**src/rtl/sim_halt_monitor.sv**
```systemverilog
// Simulation halt monitor: watches the commit stream for EBREAK/ECALL and runs stall and
// cycle-limit watchdogs. It latches the halt cause, then drains before raising done.
module sim_halt_monitor #(
    parameter int XLEN          = 32,
    parameter int CNT_W         = 64,
    parameter int TRAP_ON_ECALL = 0,
    parameter int STALL_LIMIT   = 1000,
    parameter int MAX_CYCLES    = 0,
    parameter int DRAIN_CYCLES  = 4
) (
    input  logic             clock,
    input  logic             reset,
    input  logic             commit_valid,
    input  logic [31:0]      commit_inst,
    input  logic [XLEN-1:0]  commit_pc,
    input  logic [XLEN-1:0]  a0,
    output logic             halted,
    output logic             done,
    output logic [1:0]       halt_cause,
    output logic             good_trap,
    output logic [XLEN-1:0]  exit_code,
    output logic [XLEN-1:0]  halt_pc,
    output logic [CNT_W-1:0] cycle_count,
    output logic [CNT_W-1:0] instret_count
);
    localparam logic [31:0] INST_EBREAK  = 32'h0010_0073;
    localparam logic [31:0] INST_ECALL   = 32'h0000_0073;
    localparam logic [1:0]  CAUSE_TRAP   = 2'd1;
    localparam logic [1:0]  CAUSE_STALL  = 2'd2;
    localparam logic [1:0]  CAUSE_CYCLES = 2'd3;

    localparam int STALL_W = (STALL_LIMIT > 1) ? $clog2(STALL_LIMIT + 1) : 1;
    localparam int DRAIN_W = (DRAIN_CYCLES > 1) ? $clog2(DRAIN_CYCLES + 1) : 1;
    localparam logic [STALL_W:0]    STALL_HIT  = (STALL_W + 1)'(STALL_LIMIT);
    localparam logic [CNT_W:0]      CYCLE_HIT  = (CNT_W + 1)'(MAX_CYCLES);
    localparam logic [DRAIN_W-1:0]  DRAIN_LOAD = DRAIN_W'(DRAIN_CYCLES);

    typedef struct packed {
        logic [1:0]      cause;
        logic            good;
        logic [XLEN-1:0] code;
        logic [XLEN-1:0] pc;
    } halt_info_t;

    typedef enum logic [1:0] {S_RUN, S_DRAIN, S_HALTED} state_t;

    state_t             state, state_nxt;
    logic [STALL_W-1:0] stall_cnt;
    logic [DRAIN_W-1:0] drain_cnt;
    logic [XLEN-1:0]    last_pc;
    logic [STALL_W:0]   stall_inc;
    logic [CNT_W:0]     cycle_inc;
    logic               is_trap, cycle_hit, stall_hit, detect;
    halt_info_t         info_nxt;

    // Increments are one bit wider so a saturated counter can never alias a threshold.
    always_comb begin
        stall_inc = {1'b0, stall_cnt} + (STALL_W + 1)'(1);
        cycle_inc = {1'b0, cycle_count} + (CNT_W + 1)'(1);
        is_trap   = commit_valid &&
                    ((commit_inst == INST_EBREAK) ||
                     ((TRAP_ON_ECALL != 0) && (commit_inst == INST_ECALL)));
        cycle_hit = (MAX_CYCLES != 0) && (cycle_inc == CYCLE_HIT);
        stall_hit = (STALL_LIMIT != 0) && !commit_valid && (stall_inc == STALL_HIT);
        detect    = is_trap || cycle_hit || stall_hit;
    end

    // Trap beats cycle limit beats stall; a same-cycle commit counts as the last PC.
    always_comb begin
        info_nxt.cause = CAUSE_STALL;
        info_nxt.good  = 1'b0;
        info_nxt.code  = '1;
        info_nxt.pc    = last_pc;
        if (is_trap) begin
            info_nxt.cause = CAUSE_TRAP;
            info_nxt.good  = (a0 == '0);
            info_nxt.code  = a0;
            info_nxt.pc    = commit_pc;
        end else if (cycle_hit) begin
            info_nxt.cause = CAUSE_CYCLES;
            if (commit_valid) info_nxt.pc = commit_pc;
        end
    end

    always_ff @(posedge clock) begin
        if (!reset) state <= S_RUN;
        else        state <= state_nxt;
    end

    always_comb begin
        state_nxt = state;
        case (state)
            S_RUN: begin
                if (detect) state_nxt = (DRAIN_CYCLES == 0) ? S_HALTED : S_DRAIN;
            end
            S_DRAIN: begin
                if (drain_cnt <= DRAIN_W'(1)) state_nxt = S_HALTED;
            end
            S_HALTED: state_nxt = S_HALTED;
            default:  state_nxt = S_RUN;
        endcase
    end

    always_ff @(posedge clock) begin
        if (!reset) begin
            halted        <= 1'b0;
            done          <= 1'b0;
            halt_cause    <= '0;
            good_trap     <= 1'b0;
            exit_code     <= '0;
            halt_pc       <= '0;
            cycle_count   <= '0;
            instret_count <= '0;
            stall_cnt     <= '0;
            drain_cnt     <= '0;
            last_pc       <= '0;
        end else begin
            halted <= (state_nxt != S_RUN);
            done   <= (state_nxt == S_HALTED);
            case (state)
                S_RUN: begin
                    if (~&cycle_count) cycle_count <= cycle_inc[CNT_W-1:0];
                    if (commit_valid) begin
                        if (~&instret_count) instret_count <= instret_count + CNT_W'(1);
                        last_pc   <= commit_pc;
                        stall_cnt <= '0;
                    end else if (~&stall_cnt) begin
                        stall_cnt <= stall_inc[STALL_W-1:0];
                    end
                    if (detect) begin
                        halt_cause <= info_nxt.cause;
                        good_trap  <= info_nxt.good;
                        exit_code  <= info_nxt.code;
                        halt_pc    <= info_nxt.pc;
                        drain_cnt  <= DRAIN_LOAD;
                    end
                end
                S_DRAIN: drain_cnt <= drain_cnt - DRAIN_W'(1);
                default: ;
            endcase
        end
    end

endmodule

```
**config.mk**
```make
export PLATFORM = sky130hd
export DESIGN_NAME = sim_halt_monitor
export DESIGN_NICKNAME = d
export VERILOG_FILES = /design/src/rtl/sim_halt_monitor.sv
export SDC_FILE = /design/constraint.sdc
export NUM_CORES = 1
export LEC_CHECK = 0
export CELL_PAD_IN_SITES_DETAIL_PLACEMENT = 0
export CELL_PAD_IN_SITES_GLOBAL_PLACEMENT = 1
export CORE_UTILIZATION = 39
export DETAILED_ROUTE_END_ITERATION = 12
export PLACE_DENSITY_LB_ADDON = 0.1
export SLEW_MARGIN = 0
export SYNTH_ARGS = -nofsm -noshare
export SYNTH_HDL_FRONTEND = slang
export SYNTH_SLANG_ARGS = --single-unit
```
**constraint.sdc**
```tcl
create_clock -name clock -period 4.4 [get_ports clock]
set_input_delay 0.88 -clock clock [delete_from_list [all_inputs] [get_ports clock]]
set_output_delay 0.88 -clock clock [all_outputs]
set_load 0.05 [all_outputs]
```
* Yosys cells after proc, flatten, opt, wreduce, memory -nomap -nowiden *
Index checks and enable logic that the tools add are counted.

storage, ports and cells
  register bits = 244
  ROM bits = 0
  output and inout bits = 197
  memory bits (writable) = 0
  memories kept = 0
  input bits = 99
  word-level logic and storage cells = 53
  bits in latches = 0

cells by class
  add/sub/neg operators = 4
  multipliers = 0
  div/mod/pow operators = 0
  eq/ne operators = 7
  $lt $le $gt $ge = 1
  bitwise operators = 2
  reductions and logical operators = 17
  multiplexer cells = 10
  shift operators = 0

operator list
  operator               number
  $add 64x1->64 const B  2
  $reduce_and 64->1      2
  $mux 33                1
  $eq 32x21->1 const B   1
  $logic_not 32->1       1
  $mux 32                1
  $mux 10                2
  $add 10x1->11 const B  1
  $eq 11x10->1 const B   1
  $reduce_and 10->1      1
  $reduce_and 2->1       5
  $mux 2                 3
  $pmux 2 s3             1
  $pmux 3 s2             1
  $eq 2x2->1 const B     2
  $ne 2x2->1 const B     2
  $reduce_bool 2->1      2
  $le 3x1->1 const B     1
  $mux 3                 1
  $reduce_and 3->1       1
  $sub 3x1->3 const B    1
  $eq 2x1->1 const B     1
  $logic_and 1x1->1      2
  $logic_not 2->1        1
  3 further kinds        4

* Longest topological paths before layout *
  depth after elaboration = 7
  mapped depth = 9
  depth with buffers taken out = 7

* Least setup slack after synthesis *
No wires, ideal clock.

  path kind = in2reg
  start point = in commit_valid
  end point = reg instret_count[59]
  path slack = 1.511 ns
  setup time = 0.072 ns
  cell stages on the path = 6
  data required time = 4.328 ns
  arrival time = 2.817 ns
  buffers on the path = 1
  cell sequence = or3b_2 -> nor4_2 -> nand3_1 -> clkbuf_1 -> nor4b_1 -> mux2i_1

between the ends
  word-level cells in the longest chain between the ends = 1

RTL lines
  element                            RTL line  RTL
  start, declared                    13        input logic commit_valid,
  $reduce_and 3->1 (no source line)  --
  end signal, assigned               124       if (~&instret_count) instret_count <= instret_count + CNT_W'(1);
  end, declared                      24        output logic [CNT_W-1:0] instret_count

No other way between the ends.
A chain may end at the register's enable or synchronous reset.

* Final worst setup path *
  start point = in commit_valid
  end point = reg instret_count[62]

Same word-level chain as after synthesis.

==> metrics.txt <==
Nets 1,708; Synth Instances 1,336; CTS tree built; WHS 0.451 ns; synth unique cells 59; Worst Path Max Fanout 9; Tmin final 3.11 ns; top-area cell type share of the netlist area 43.3%; synth cell count leaders dfxtp_1 (244), nand2_1 (159), a21oi_1 (126), nor2_1 (101), o21ai_0 (71); diode count 0; endpoints failing setup 0; Post-synth ARST share 0%; CP endpoint kind flip-flop; Fillers 2,587; type of origin of the critical path input pin; Synth area leader dfxtp_1; detailed-route vias per instance 5.52; die footprint 0.0296 sq mm; Slew Limit Fails 0; post-synthesis register bit count 244; RePlAce Congestion 0.810; Mapped Avg Cell Area 8.45 sq um; PostCTS Resize Cnt 0; Residual DRC 0; Routed WL per cell 17.3 microns; CP arrival 3.52 ns; TritonCTS Sinks 244; synth-to-layout area growth 37.5%; first-pass GRT wire length 54.0 mm; Synth Warn # 0; critical path class in -> reg; Worst EP required 4.81 ns; skew final 0.0152 ns; top post-synthesis cells by area dfxtp_1 (43%), a21oi_1 (5.6%), nand2_1 (5.3%), mux2i_1 (4.3%), nor2_1 (3.4%); vias in the first global route 10.1k; H-tree depth 1; worst slew pin tran 1.00 ns; Max Fclk 0.321 GHz; clock-pin slew on the worst setup and hold paths 0.06 ns; sequential area share after synthesis 43.3%; fin crit share 70.8%; core area 0.0282 sq mm; Slew headroom 33.2%; Post-synth EDFFs 0; pin count of the biggest net entering global routing 96; gr usage total 22.5%; Post-Synthesis Cell Area 0.0113 sq mm; clock buffer depth 3; count leader, synth dfxtp_1; status completed; final design utilization 55.1%; P_leak 0.00494 uW; Synth Net Count 1,440; Post-Route WL 34.6 mm; maximum vdd ir drop 245 uV; row cnt 61; Most used DFF post-synth dfxtp_1; Post-DRT Antenna Nets 0; Final Power 4820 uW; vias 11.0k; CTS Root Buffer Type clkbuf_16; Max-Cap Viols 0; Final Hold Fails 0; hold_buf cts 0; PwrDens 311 mW/mm^2; clk_lat worst skew 0.55 ns; DIE HEIGHT 172 microns; antenna violations before repair 0; TNS Setup 0 ns; drt pass-1 iters 7; drt first-iter violations 782; I/O pins 296; RSZ-0062 raised after global routing no; worst hold path type reg -> reg; grt ovf 0; Die X-Extent 172 microns; # port buffers 295; ratio of cells with drive above 1 in the final layout 7.28%; setup repair bufs after CTS 0; cts bufs inserted 28; Starting Density 40.1%; hpwl dp 23.7 mm
## where the power goes
group	internal [uW]	total (uW)	switching (uW)
registers	2230	2250	15.8
logic	120	249	129
clock network	1390	2330	936
## metrics by stage
stage               instances  cell area, sq um  setup WS [ns]
finish                   1999             15500           1.29
global route             1999             15500           1.08
CTS                      1999             15500           1.31
detailed placement       1952             14600          0.737
global placement         1952             14600          0.753
floorplan                1336             11300           1.51
## cell type report
type / instances / area [sq um] / area share, %
clock buffer: 36 / 802 / 5.17
tap: 378 / 473 / 3.05
sequential: 244 / 4880 / 31.5
clock inverter: 11 / 115 / 0.742
timing repair buffer: 313 / 3120 / 20.1
inverter: 22 / 85.1 / 0.548
multi-input combinational: 995 / 6040 / 38.9
## state kept, by name, indices dropped and copies added (netlist names), 2 cells and up
register	flops
cycle_count	64
instret_count	64
exit_code	32
halt_pc	32
last_pc	32
stall_cnt	10
drain_cnt	3
halt_cause	2
state	2
## layer usage
| layer | wire, microns | vias up | global-route usage, % |
|---|---|---|---|
| li1 | - | 5472 | - |
| met1 | 15500 | 5212 | 30.3 |
| met2 | 16200 | 297 | 36.5 |
| met3 | 2010 | 51 | 4.28 |
| met4 | 766 | 0 | 6.43 |
| met5 | 0 | - | 0 |
## cell usage in the layout, fill, tap and decap left out, drive strengths merged, types with 8 or more instances in the layout
cell	instances
o221a	33
nor4b	8
o21ai	74
nand4	57
o31ai	23
buf	19
mux2i	49
nor2	101
and4	9
and3	11
nor4	42
or4	32
clkbuf	36
a21oi	126
o41ai	8
nand3b	8
nand2	159
xnor2	39
o311ai	8
inv	22
or3	28
nand3	51
xor2	12
nor3	35
nand2b	26
dfxtp	244
clkdlybuf4s50	294
## kinds of logic (layout without fill, tap and decap cells)
logic type | Yosys count | after routing | synth area share, %
and+or+nand+nor | 589 | 589 | 27.4
adders and majority gates | 5 | 5 | 0.554
muxes | 49 | 49 | 4.34
xor gates and xnor gates | 51 | 51 | 3.96
buffers and inverters | 97 | 382 | 3.44
AOI/OAI and AO/OA | 301 | 301 | 17.0
DFF | 244 | 244 | 43.3
## path summary, 6_finish.rpt
kind,startpoint,end,slack (ns),cells after the start
max,commit_valid,instret_count[62],1.29,7
min,last_pc[24],last_pc[24],0.45,2
max reg2reg,cycle_count[3],cycle_count[35],1.46,6
min reg2reg,last_pc[24],last_pc[24],0.45,2
## worst max-delay path: stages
cell	delay [ns]
clkdlybuf4s50_1	0.49
or3b_2	0.57
nor4_2	0.51
nand4_1	0.44
nor4_1	0.43
xnor2_1	0.16
nor2_1	0.05
No activity file was read; power rests on OpenSTA's default activity.
